### config.mk
export PLATFORM = sky130hd
export DESIGN_NAME = fx3_packet_reader_flat
export DESIGN_NICKNAME = d
export VERILOG_FILES = /design/src/rtl/fx3_packet_reader_if.sv /design/src/rtl/fx3_packet_reader.sv /design/src/flat_wrapper.sv
export SDC_FILE = /design/constraint.sdc
export NUM_CORES = 1
export LEC_CHECK = 0
export BUFFER_PORTS_ARGS = -buffer_cell sky130_fd_sc_hd__buf_4
export CORE_MARGIN = 2
export CORE_UTILIZATION = 55
export DETAILED_ROUTE_END_ITERATION = 6
export GPL_ROUTABILITY_DRIVEN = 0
export PLACE_DENSITY = 0.79
export SLEW_MARGIN = 20
export SYNTH_ARGS = -nofsm -noshare
export SYNTH_HDL_FRONTEND = slang
export SYNTH_SLANG_ARGS = --single-unit
### constraint.sdc
create_clock -name inclk -period 4.5 [get_ports inclk]
set_input_delay 0.675 -clock inclk [delete_from_list [all_inputs] [get_ports inclk]]
set_output_delay 0.675 -clock inclk [all_outputs]
set_load 0.005 [all_outputs]
### src/rtl/fx3_packet_reader_if.sv
// Handshake and status bundle between the packet reader and the FX3-side sender.
// The master modport is the reader; the slave modport is the sender and status consumer.
interface fx3_packet_reader_if;
  logic        enable;
  logic        dataAvailable;
  logic        fx3isReading;
  logic [15:0] dataIn;
  logic        checkEnable;
  logic        clearErrors;
  logic        readData;
  logic        wordValid;
  logic [15:0] wordOut;
  logic        packetDone;
  logic [15:0] packetCount;
  logic        lengthError;
  logic        timeoutError;
  logic        seqError;

  modport master (
    input  enable, dataAvailable, fx3isReading, dataIn, checkEnable, clearErrors,
    output readData, wordValid, wordOut, packetDone, packetCount,
           lengthError, timeoutError, seqError
  );

  modport slave (
    output enable, dataAvailable, fx3isReading, dataIn, checkEnable, clearErrors,
    input  readData, wordValid, wordOut, packetDone, packetCount,
           lengthError, timeoutError, seqError
  );
endinterface

### src/rtl/fx3_packet_reader.sv
// Stand-in for the FX3 GPIF master: requests packets, captures words, and checks
// packet length and an optional incrementing pattern with sticky error flags.
module fx3_packet_reader #(
  parameter int PACKET_WORDS  = 8192,
  parameter int START_TIMEOUT = 64,
  parameter int GAP_CYCLES    = 4
) (
  input logic                  inclk,
  input logic                  nReset,
  fx3_packet_reader_if.master  bus
);

  typedef enum logic [1:0] {IDLE, REQUEST, RECEIVE, GAP} stateT;

  localparam int TIMER_MAX = (START_TIMEOUT > GAP_CYCLES) ? START_TIMEOUT : GAP_CYCLES;
  localparam int TW        = $clog2(TIMER_MAX) + 1;

  stateT          state;
  stateT          nextState;
  logic [TW-1:0]  timer;
  logic [16:0]    wordCnt;
  logic [15:0]    expected;
  logic           seqValid;
  logic           startTimeout;
  logic           packetEnd;
  logic           wordTaken;
  logic           seqCheck;
  logic           seqMiss;
  logic           lengthBad;

  always_comb begin
    nextState    = state;
    startTimeout = 1'b0;
    packetEnd    = 1'b0;
    wordTaken    = 1'b0;
    case (state)
      IDLE: begin
        if (bus.enable && bus.dataAvailable) nextState = REQUEST;
      end
      REQUEST: begin
        if (bus.fx3isReading) begin
          nextState = RECEIVE;
          wordTaken = 1'b1;
        end else if (timer == TW'(START_TIMEOUT - 1)) begin
          nextState    = GAP;
          startTimeout = 1'b1;
        end
      end
      RECEIVE: begin
        if (bus.fx3isReading) begin
          wordTaken = 1'b1;
        end else begin
          nextState = GAP;
          packetEnd = 1'b1;
        end
      end
      GAP: begin
        if (timer == TW'(GAP_CYCLES - 1)) nextState = IDLE;
      end
      default: nextState = IDLE;
    endcase
  end

  // Words outside REQUEST/RECEIVE never reach wordTaken, so they are neither counted nor checked.
  assign seqCheck  = wordTaken && bus.checkEnable;
  assign seqMiss   = seqCheck && seqValid && (bus.dataIn != expected);
  assign lengthBad = packetEnd && (wordCnt != 17'(PACKET_WORDS));

  // readData follows the next state so it is a clean register output matching REQUEST/RECEIVE.
  always_ff @(posedge inclk or negedge nReset) begin
    if (!nReset) begin
      state        <= IDLE;
      timer        <= '0;
      bus.readData <= 1'b0;
    end else begin
      state        <= nextState;
      timer        <= (nextState != state) ? '0 : timer + TW'(1);
      bus.readData <= (nextState == REQUEST) || (nextState == RECEIVE);
    end
  end

  always_ff @(posedge inclk or negedge nReset) begin
    if (!nReset) begin
      wordCnt         <= '0;
      bus.packetDone  <= 1'b0;
      bus.packetCount <= '0;
      bus.wordOut     <= '0;
      bus.wordValid   <= 1'b0;
    end else begin
      bus.wordOut    <= bus.dataIn;
      bus.wordValid  <= bus.fx3isReading;
      bus.packetDone <= packetEnd;
      if (packetEnd) bus.packetCount <= bus.packetCount + 16'd1;
      if (wordTaken && (state == REQUEST)) begin
        wordCnt <= 17'd1;
      end else if (wordTaken && (wordCnt != 17'h1FFFF)) begin
        wordCnt <= wordCnt + 17'd1;
      end
    end
  end

  // A fresh error event outranks a simultaneous clearErrors pulse.
  always_ff @(posedge inclk or negedge nReset) begin
    if (!nReset) begin
      bus.lengthError  <= 1'b0;
      bus.timeoutError <= 1'b0;
      bus.seqError     <= 1'b0;
      seqValid         <= 1'b0;
      expected         <= '0;
    end else begin
      if (lengthBad)             bus.lengthError <= 1'b1;
      else if (bus.clearErrors)  bus.lengthError <= 1'b0;
      if (startTimeout)          bus.timeoutError <= 1'b1;
      else if (bus.clearErrors)  bus.timeoutError <= 1'b0;
      if (seqMiss)               bus.seqError <= 1'b1;
      else if (bus.clearErrors)  bus.seqError <= 1'b0;
      if (seqCheck) begin
        seqValid <= 1'b1;
        expected <= bus.dataIn + 16'd1;
      end else if (bus.clearErrors) begin
        seqValid <= 1'b0;
      end
    end
  end

endmodule

### src/flat_wrapper.sv
// flat-port wrapper written by rule: the top's interface ports become plain ports
module fx3_packet_reader_flat 
#(
  parameter int PACKET_WORDS  = 8192,
  parameter int START_TIMEOUT = 64,
  parameter int GAP_CYCLES    = 4
)
  (inclk, nReset, bus_enable, bus_dataAvailable, bus_fx3isReading, bus_dataIn, bus_checkEnable, bus_clearErrors, bus_readData, bus_wordValid, bus_wordOut, bus_packetDone, bus_packetCount, bus_lengthError, bus_timeoutError, bus_seqError);
  fx3_packet_reader_if bus_i ();
  input logic inclk;
  input logic nReset;
  input wire logic [$bits(bus_i.enable)-1:0] bus_enable;
  input wire logic [$bits(bus_i.dataAvailable)-1:0] bus_dataAvailable;
  input wire logic [$bits(bus_i.fx3isReading)-1:0] bus_fx3isReading;
  input wire logic [$bits(bus_i.dataIn)-1:0] bus_dataIn;
  input wire logic [$bits(bus_i.checkEnable)-1:0] bus_checkEnable;
  input wire logic [$bits(bus_i.clearErrors)-1:0] bus_clearErrors;
  output wire logic [$bits(bus_i.readData)-1:0] bus_readData;
  output wire logic [$bits(bus_i.wordValid)-1:0] bus_wordValid;
  output wire logic [$bits(bus_i.wordOut)-1:0] bus_wordOut;
  output wire logic [$bits(bus_i.packetDone)-1:0] bus_packetDone;
  output wire logic [$bits(bus_i.packetCount)-1:0] bus_packetCount;
  output wire logic [$bits(bus_i.lengthError)-1:0] bus_lengthError;
  output wire logic [$bits(bus_i.timeoutError)-1:0] bus_timeoutError;
  output wire logic [$bits(bus_i.seqError)-1:0] bus_seqError;
  assign bus_i.enable = bus_enable;
  assign bus_i.dataAvailable = bus_dataAvailable;
  assign bus_i.fx3isReading = bus_fx3isReading;
  assign bus_i.dataIn = bus_dataIn;
  assign bus_i.checkEnable = bus_checkEnable;
  assign bus_i.clearErrors = bus_clearErrors;
  assign bus_readData = bus_i.readData;
  assign bus_wordValid = bus_i.wordValid;
  assign bus_wordOut = bus_i.wordOut;
  assign bus_packetDone = bus_i.packetDone;
  assign bus_packetCount = bus_i.packetCount;
  assign bus_lengthError = bus_i.lengthError;
  assign bus_timeoutError = bus_i.timeoutError;
  assign bus_seqError = bus_i.seqError;
  fx3_packet_reader #(.PACKET_WORDS(PACKET_WORDS), .START_TIMEOUT(START_TIMEOUT), .GAP_CYCLES(GAP_CYCLES)) u_core (.inclk(inclk), .nReset(nReset), .bus(bus_i));
endmodule
# [Word-level counts from Yosys, hierarchy flattened]
# Index checks and enable logic that the tools add are counted.
[totals] ff_bits=81 in_bits=23 wordCells=64
[op_classes] n_addsub=4 eq_ne=11 muxes=21 n_reduce_logical=15
[ops] cell="$mux 17" n=2
[ops] cell="$add 16x1->16 const B" n=2
[ops] cell="$add 17x1->17 const B" n=1
[ops] cell="$ne 17x14->1 const B" n=1
[ops] cell="$ne 17x17->1 const B" n=1
[ops] cell="$ne 16x16->1" n=1
[ops] cell="$mux 1" n=12
[ops] cell="$mux 2" n=5
[ops] cell="$reduce_bool 2->1" n=5
[ops] cell="$pmux 2 s4" n=1
[ops] cell="$add 7x1->7 const B" n=1
[ops] cell="$eq 7x2->1 const B" n=1
[ops] cell="$eq 7x6->1 const B" n=1
[ops] cell="$logic_and 1x1->1" n=7
[ops] cell="$mux 7" n=1
[ops] cell="$eq 2x2->1 const B" n=3
[ops] cell="$eq 2x1->1 const B" n=2
[ops] cell="$logic_not 2->1" n=1
[ops] cell="$ne 2x2->1" n=1
[ops] cell="$reduce_or 2->1" n=1
[ops] cell="$logic_or 1x1->1" n=1

# [Logic depth before layout (Yosys ltp)]
# Gate-level depths: netlist (run 1).
[depth] word_depth=7 ltp_mapped=10

# [Worst setup path before layout (run 1)]
# Ideal clock, no wire load.
[synth_timing] path_type="register to register" start="register u_core.wordCnt[7]" end="register u_core.wordCnt[15]" setup_ps=120 arrival_time_ps=2269 setup_slack_ps=2110 stages_incl_launch_ff=10 period_less_slack_ps=2390 path_cell_list="dfrtp_1 -> clkbuf_2 -> and4_1 -> and4_1 -> and3_1 -> ha_1 -> nand3b_1 -> nor4_4 -> a31oi_1 -> a41o_1"
[synth_between] elab_chain_len=3
[synth_lines] item="from (decl)" line="fx3_packet_reader.sv:21" rtl="logic [16:0] wordCnt;"
[synth_lines] item="from (signal assigned)" line="fx3_packet_reader.sv:97" rtl="wordCnt <= wordCnt + 17'd1;"
[synth_lines] item="$add 17x1->17 / $ne 17x17->1 (equally long branches)" line="fx3_packet_reader.sv:97, fx3_packet_reader.sv:96"
[synth_lines] item="$mux 17 / $logic_and 1x1->1 (equally long branches)" line="fx3_packet_reader.sv:96" rtl="end else if (wordTaken && (wordCnt != 17'h1FFFF)) begin"
[synth_lines] item="$mux 17 / $reduce_bool 2->1 (equally long branches)"
# Parallel ways exist; a longest one is shown, timed or not. The select of a mux whose other input is x is not followed.
# A chain may end at the register's enable or synchronous reset.

# [Worst setup path in the final report (run 1)]
[layout_timing] start="register u_core.wordCnt[8]" end="register u_core.wordCnt[9]"
# Same word-level chain as after synthesis.

==> results of run 1 <==
power breakdown:
| part | switching [mW] | internal, mW |
|---|---|---|
| logic | 0.415 | 0.336 |
| registers | 0.144 | 0.885 |
| clock network | 0.266 | 0.233 |
| total | 0.825 | 1.45 |
metal layers:
| metal | track usage (%) | vias up | routed length [um] |
|---|---|---|---|
| li1 | - | 1487 | - |
| met1 | 31.07 | 1509 | 3929 |
| met2 | 34.68 | 80 | 3869 |
| met3 | 4.617 | 9 | 340 |
| met4 | 9.091 | 0 | 114 |
| met5 | 0 | - | 0 |
logic make-up after synthesis:
logic type | after synthesis
compound gates | 66
mux | 1
fa+ha+maj | 10
buf+inv | 32
xor+xnor | 53
flops | 81
simple gates | 141
how the worst max path moves through the flow:
stage | to | depth (start not counted) | startpoint | slack [ps]
floorplan | u_core.wordCnt[15]$_DFFE_PN0P_ | 9 | u_core.wordCnt[7]$_DFFE_PN0P_ | 2110
global placement | u_core.wordCnt[9]$_DFFE_PN0P_ | 8 | u_core.wordCnt[7]$_DFFE_PN0P_ | 2000
detailed placement | u_core.wordCnt[9]$_DFFE_PN0P_ | 8 | u_core.wordCnt[7]$_DFFE_PN0P_ | 1890
CTS | u_core.wordCnt[9]$_DFFE_PN0P_ | 8 | u_core.wordCnt[7]$_DFFE_PN0P_ | 1850
global route | u_core.wordCnt[15]$_DFFE_PN0P_ | 8 | u_core.wordCnt[8]$_DFFE_PN0P_ | 1600
finish | u_core.wordCnt[9]$_DFFE_PN0P_ | 8 | u_core.wordCnt[8]$_DFFE_PN0P_ | 1800
worst max-delay path, cell delays in order (launching register included):
cell,delay [ps]
dfrtp_1,460
and4_1,300
and4_1,260
and3_1,190
ha_1,210
nand3b_1,280
nor4_4,510
a31oi_1,170
a41o_1,220
flip-flops by register name (all words and copies together) (netlist names), 2 cells and up:
signal,count
u_core.wordCnt,17
u_core.bus.packetCount,16
u_core.bus.wordOut,16
u_core.expected,16
u_core.timer,7
u_core.state,2
through the flow:
step / area, um2 / setup slack [ps]
finish: 4735 / 1803
global route: 4735 / 1601
CTS: 4707 / 1852
detailed placement: 4516 / 1888
global placement: 4516 / 2000
floorplan: 4008 / 2110
cells in the mapped netlist, drive strengths merged, types with 3 or more instances:
| cell | instances |
|---|---|
| a21oi | 6 |
| a221oi | 7 |
| a31oi | 6 |
| a41o | 3 |
| and3 | 7 |
| and4 | 6 |
| buf | 4 |
| clkbuf | 9 |
| dfrtp | 81 |
| ha | 10 |
| inv | 18 |
| nand2 | 39 |
| nand2b | 3 |
| nand3 | 19 |
| nand4 | 13 |
| nor2 | 20 |
| nor3 | 7 |
| nor4 | 8 |
| nor4b | 3 |
| o21ai | 23 |
| o22ai | 4 |
| or3 | 7 |
| xnor2 | 44 |
| xor2 | 9 |
final cells by class:
cell class | count | area [um2] | area share (%)
clock buffer | 11 | 151.4 | 3.198
clock inverter | 5 | 40.04 | 0.8457
inverter | 19 | 71.32 | 1.506
multi-input combinational | 271 | 1836 | 38.77
sequential | 81 | 2027 | 42.81
tap | 99 | 123.9 | 2.616
timing repair buffer | 62 | 485.5 | 10.25
==> metrics.md, run 1 <==
| Metric | Value |
|---|---|
| Post-cts resize count | `0` |
| Post-CTS Setup Bufs | `0` |
| I/O pin cnt | `61` |
| Most common cell after layout, fill and taps aside | `dfrtp_1` |
| Largest net degree at the start of global routing | `82` |
| Reg-to-Reg End | `u_core.wordCnt[9]$_DFFE_PN0P_` |
| R2r startpoint | `u_core.wordCnt[8]$_DFFE_PN0P_` |
| Compound-gate portion of the synthesized area | `11.43%` |
| Synth Area in Simple Gates | `19.39%` |
| Dpl cells | `531` |
| # clock sinks | `81` |
| CTS Buf Count | `9` |
| Layout cell share with drive strength beyond 1 | `20.27%` |
| Setup slack, reg-to-reg | `1800 ps` |
| Biggest area consumer among synthesized cells | `dfrtp_1` |
| Placeable core area | `0.007137 mm2` |
| Initial antenna violation count | `0` |
| Vias | `3085` |
| Via-to-Cell Ratio | `5.630` |
| Dominant cells by area after synthesis | `dfrtp_1 51%, xnor2_1 9.6%, nand2_1 3.7%` |
| Kind of critical path | `reg2reg` |
| Worst-Margin Slew | `501.3 ps` |
| Mux cell area share after synthesis | `0.2810%` |
| Setup TNS | `0 ps` |
| Static Leakage | `2.105 nW` |
| Clock Skews | `12.36 ps` |
| Pwr dens | `481.4 mW/mm2` |
| Synth Area in Adders | `3.122%` |
| Max_slew headroom | `66.33%` |
| Hold-fix buffers, CTS | `0` |
| Post-synthesis async set-or-reset flop share | `100.0%` |
| RSZ-0062 raised after global routing | `no` |
| Type of origin of the critical path | `flop` |
| Max Cap Viol | `0` |
| First-pass GRT wire length | `13.96 mm` |
| Min Tclk post-route | `2697 ps` |
| Netlist cell types | `55` |
| Mapped Avg Cell Area | `10.44 um2` |
| Row cnt | `31` |
| WL final | `8.253 mm` |
| CP required | `4750 ps` |
| CTS H-tree lvls | `3` |
| CTS root buf | `clkbuf_8` |
| CTS Buffer Depth | `2` |
| Xor/xnor share of the synthesized area | `11.58%` |
| Reg2reg path depth | `8` |
| Reg clk slew, reported paths | `90 ps` |
| CP max FO | `9` |
| Post-DP HPWL | `5.660 mm` |
| Arrival time at the worst endpoint | `2950 ps` |
| Initial Util | `56.15%` |
| Skew-Pair Late Insertion Delay | `360 ps` |
| Utilization after layout | `66.34%` |
| Yosys reg bits | `81` |
| Seq/Total Area, Yosys | `50.58%` |
| Period utilization | `59.94%` |
| Cell area after synthesis | `0.004008 mm2` |
| Syn nets | `417` |
| Vias in the first global route | `2969` |
| Initial DRC count | `123` |
| Global route overflow | `0` |
| Crit end category | `flop` |
| Cells after Synth | `384` |
| Die Height | `89.36 um` |
| Nets | `477` |
| VDD IR max | `0.2555 mV` |
| Status | `complete, no violations` |
| GRT Resource Usage Total | `22.46%` |
| FILL cells | `611` |
| Number of synthesized flops with an enable pin | `0` |
| # port buffers | `60` |
| Die Footprint | `0.007985 mm2` |
| Post-route DRC violation count | `0` |
| Fin Hold WS | `257.5 ps` |
| Final Hold Viols | `0` |
| Syn-to-layout area delta | `18.14%` |
| YS warnings | `0` |
| Wire length per cell | `15.06 um` |
| Final cell count without fillers | `548` |
| Die X | `89.36 um` |
| Synth top area share | `50.58%` |
| Fmax | `370.8 MHz` |
| Slew Viols, Final | `0` |
| Main combinational cell family by area after synthesis | `simple AND/OR/NAND/NOR gates` |
| Ant. Diodes | `0` |
| Antenna viol nets, final | `0` |
| Pre-antenna DRT Iters | `4` |
| Setup violations, final | `0` |
| Hold Path Class | `in2async` |
| Ys flop type | `dfrtp_1` |
| Power consumption | `2.279 mW` |
| Most frequent cells in the layout | `81 x dfrtp_1, 61 x buf_4, 44 x xnor2_1` |
| CTS tree | `yes` |
Power figures use the tool's default switching activity.
==> inputs of run 2 (changes only) <==
==> constraint.sdc (replaced) <==
create_clock -name inclk -period 2.73 [get_ports inclk]
set_input_delay 0.4095 -clock inclk [delete_from_list [all_inputs] [get_ports inclk]]
set_output_delay 0.4095 -clock inclk [all_outputs]
set_load 0.005 [all_outputs]
==> run 2 against run 1 <==
  * Clock power rose by 74%
  * Routed wire length fell by 1.1%
  * Clock-buffer cell count did not move
  * Final cell count rose by 0.36%
  * Power rose by 66%
  * Clock skew rose by 1.6 ps
  * First-iteration DRC count fell by 23%
  * Sequential power rose by 64%
  * Non-clock buffer count rose by 2
  * Critical path type unchanged
==> metrics.md, run 2 (synthesized netlist as in run 1, its figures left out) <==
| Metric | Value |
|---|---|
| Crit-path leading delay family | `simple AND/OR/NAND/NOR gates (unchanged)` |
| Setup TNS | `0 ps (unchanged)` |
| Syn-to-layout area delta | `18.48% (was 18.14%)` |
| Skew-Pair Late Insertion Delay | `360 ps (about the same)` |
| GRT Resource Usage Total | `21.84% (was 22.46%)` |
| Flip-flop and latch area | `0.002029 mm2 (was 0.002027 mm2)` |
| Status | `complete, no violations (unchanged)` |
| Pre-antenna DRT Iters | `4 (unchanged)` |
| Most common cell after layout, fill and taps aside | `dfrtp_1 (unchanged)` |
| Die Height | `89.36 um (unchanged)` |
| Max_slew headroom | `64.67% (was 66.33%)` |
| Crit end category | `flop (unchanged)` |
| Antenna viol nets, final | `0 (unchanged)` |
| Nets | `479 (was 477)` |
| First-pass GRT wire length | `13.59 mm (was 13.96 mm)` |
| Global route overflow | `0 (unchanged)` |
| Pre-CTS setup slack | `138.9 ps (was 1888 ps)` |
| Vias | `3070 (was 3085)` |
| Final Hold Viols | `0 (unchanged)` |
| CTS Buffer Depth | `2 (unchanged)` |
| Final instance area | `0.004748 mm2 (was 0.004735 mm2)` |
| Most used cell, CP | `and4_1 (unchanged)` |
| Clock Skews | `14.00 ps (was 12.36 ps)` |
| CTS Buf Count | `9 (unchanged)` |
| # port buffers | `60 (unchanged)` |
| # clock sinks | `81 (unchanged)` |
| CP required | `2970 ps (was 4750 ps)` |
| WL final | `8.165 mm (was 8.253 mm)` |
| CP max FO | `9 (unchanged)` |
| CTS H-tree lvls | `3 (unchanged)` |
| Arrival time at the worst endpoint | `2790 ps (was 2950 ps)` |
| Fmax | `392.5 MHz (was 370.8 MHz)` |
| Row cnt | `31 (unchanged)` |
| Min Tclk post-route | `2548 ps (was 2697 ps)` |
| Top reg by flops | `u_core.wordCnt (unchanged)` |
| VDD IR max | `0.6125 mV (was 0.2555 mV)` |
| Via-to-Cell Ratio | `5.582 (was 5.630)` |
| CTS tree | `yes (unchanged)` |
| Post-DP HPWL | `5.607 mm (was 5.660 mm)` |
| Die Footprint | `0.007985 mm2 (unchanged)` |
| Layout cell share with drive strength beyond 1 | `21.06% (was 20.27%)` |
| Max reg flops | `17 (unchanged)` |
| Type of origin of the critical path | `flop (unchanged)` |
| Worst Path Buf+Inv | `0 (unchanged)` |
| Period utilization | `93.34% (was 59.94%)` |
| Crit path cell chain | `and4_1 -> and4_1 -> and3_1 -> ha_1 -> nand3b_1 -> nor4_4 -> a21oi_1 -> a31o_2 (was and4_1 -> and4_1 -> and3_1 -> ha_1 -> nand3b_1 -> nor4_4 -> a31oi_1 -> a41o_1)` |
| I/O pin cnt | `61 (unchanged)` |
| Initial antenna violation count | `0 (unchanged)` |
| Kind of critical path | `reg2reg (unchanged)` |
| Most frequent cells in the layout | `79 x dfrtp_1, 63 x buf_4, 44 x xnor2_1 (was 81 x dfrtp_1, 61 x buf_4, 44 x xnor2_1)` |
| Reg clk slew, reported paths | `90 ps (about the same)` |
| Max Cap Viol | `0 (unchanged)` |
| Instance area at placement | `0.004516 mm2 (unchanged)` |
| Post-route DRC violation count | `0 (unchanged)` |
| Initial DRC count | `95 (was 123)` |
| CTS root buf | `clkbuf_8 (unchanged)` |
| Vias in the first global route | `2932 (was 2969)` |
| Crit path depth | `8 (unchanged)` |
| Area used by multi-input combinational logic | `0.001836 mm2 (unchanged)` |
| Largest net degree at the start of global routing | `82 (unchanged)` |
| Slew Viols, Final | `0 (unchanged)` |
| Wire length per cell | `14.85 um (was 15.06 um)` |
| Placeable core area | `0.007137 mm2 (unchanged)` |
| Worst-Margin Slew | `526.0 ps (was 501.3 ps)` |
| CP max-delay cell | `dfrtp_2 (was nor4_4)` |
| Initial Util | `56.15% (unchanged)` |
| Hold Path Class | `in2async (unchanged)` |
| Slowest stage delay, CP | `450 ps (was 510 ps)` |
| Pwr dens | `797.8 mW/mm2 (was 481.4 mW/mm2)` |
| Ant. Diodes | `0 (unchanged)` |
| FILL cells | `583 (was 611)` |
| RSZ-0062 raised after global routing | `no (unchanged)` |
| Die X | `89.36 um (unchanged)` |
| Setup violations, final | `0 (unchanged)` |
| Reg2reg path depth | `8 (unchanged)` |
| Static Leakage | `2.108 nW (was 2.105 nW)` |
| Worst setup margin | `181.9 ps (was 1803 ps)` |
run 2: worst register-to-register path, cell delays in order (launching register included):
cell      delay, ps
dfrtp_2         450
and4_1          270
and4_1          250
and3_1          170
ha_1            200
nand3b_1        270
nor4_4          440
a21oi_1         150
a31o_2          240
run 2: final timing paths:
kind	startpoint	endpoint	slack (ps)
hold reg to reg	u_core.bus.packetCount[15]$_DFFE_PN0P_	u_core.bus.packetCount[15]$_DFFE_PN0P_	470
setup reg to reg	u_core.wordCnt[8]$_DFFE_PN0P_	u_core.wordCnt[11]$_DFFE_PN0P_	180
min in group inclk	bus_dataIn[1]	u_core.bus.wordOut[1]$_DFF_PN0_	200
setup / recovery	u_core.wordCnt[8]$_DFFE_PN0P_	u_core.wordCnt[11]$_DFFE_PN0P_	180
hold / removal	nReset	u_core.bus.packetCount[15]$_DFFE_PN0P_	10
max in group asynchronous	nReset	u_core.wordCnt[7]$_DFFE_PN0P_	2110
run 2: report_power, final:
group / switching (mW) / total, mW / internal, mW
registers: 0.231 / 1.69 / 1.46
clock network: 0.474 / 0.868 / 0.394
logic: 0.677 / 1.23 / 0.554
run 2: stage by stage:
stage / hold WS (ps) / util [%] / cells / power [mW]
2_1_floorplan: 113.9 / - / 384 / 2.549
3_3_place_gp: 461.0 / 63.27 / 531 / 2.883
3_5_place_dp: 467.6 / 63.27 / 531 / 2.932
4_1_cts: 177.8 / 66.01 / 547 / 3.814
5_1_grt: 38.91 / 66.53 / 550 / 4.052
6_report: 12.17 / 66.53 / 550 / 3.788
run 2: cell type report:
class | instances | area share (%)
Sequential cell | 81 | 42.74
Multi-Input combinational cell | 271 | 38.66
Timing Repair Buffer | 64 | 10.38
Clock buffer | 11 | 3.188
Tap cell | 99 | 2.609
Inverter | 19 | 1.502
Clock inverter | 5 | 0.9223
run 2: repair_timing:
action / in CTS / in global routing
endpoints found under the setup margin: 0 / 8
resized for setup: 0 / 2
hold buffers: 0 / 0
buffers inserted: 0 / 2
run 2: per-layer routing:
layer | global-route usage [%] | part of all wire [%]
met1 | 30.54 | 48
met2 | 33.40 | 46
met3 | 4.986 | 4.4
met4 | 8.141 | 1.7
met5 | 0 | 0
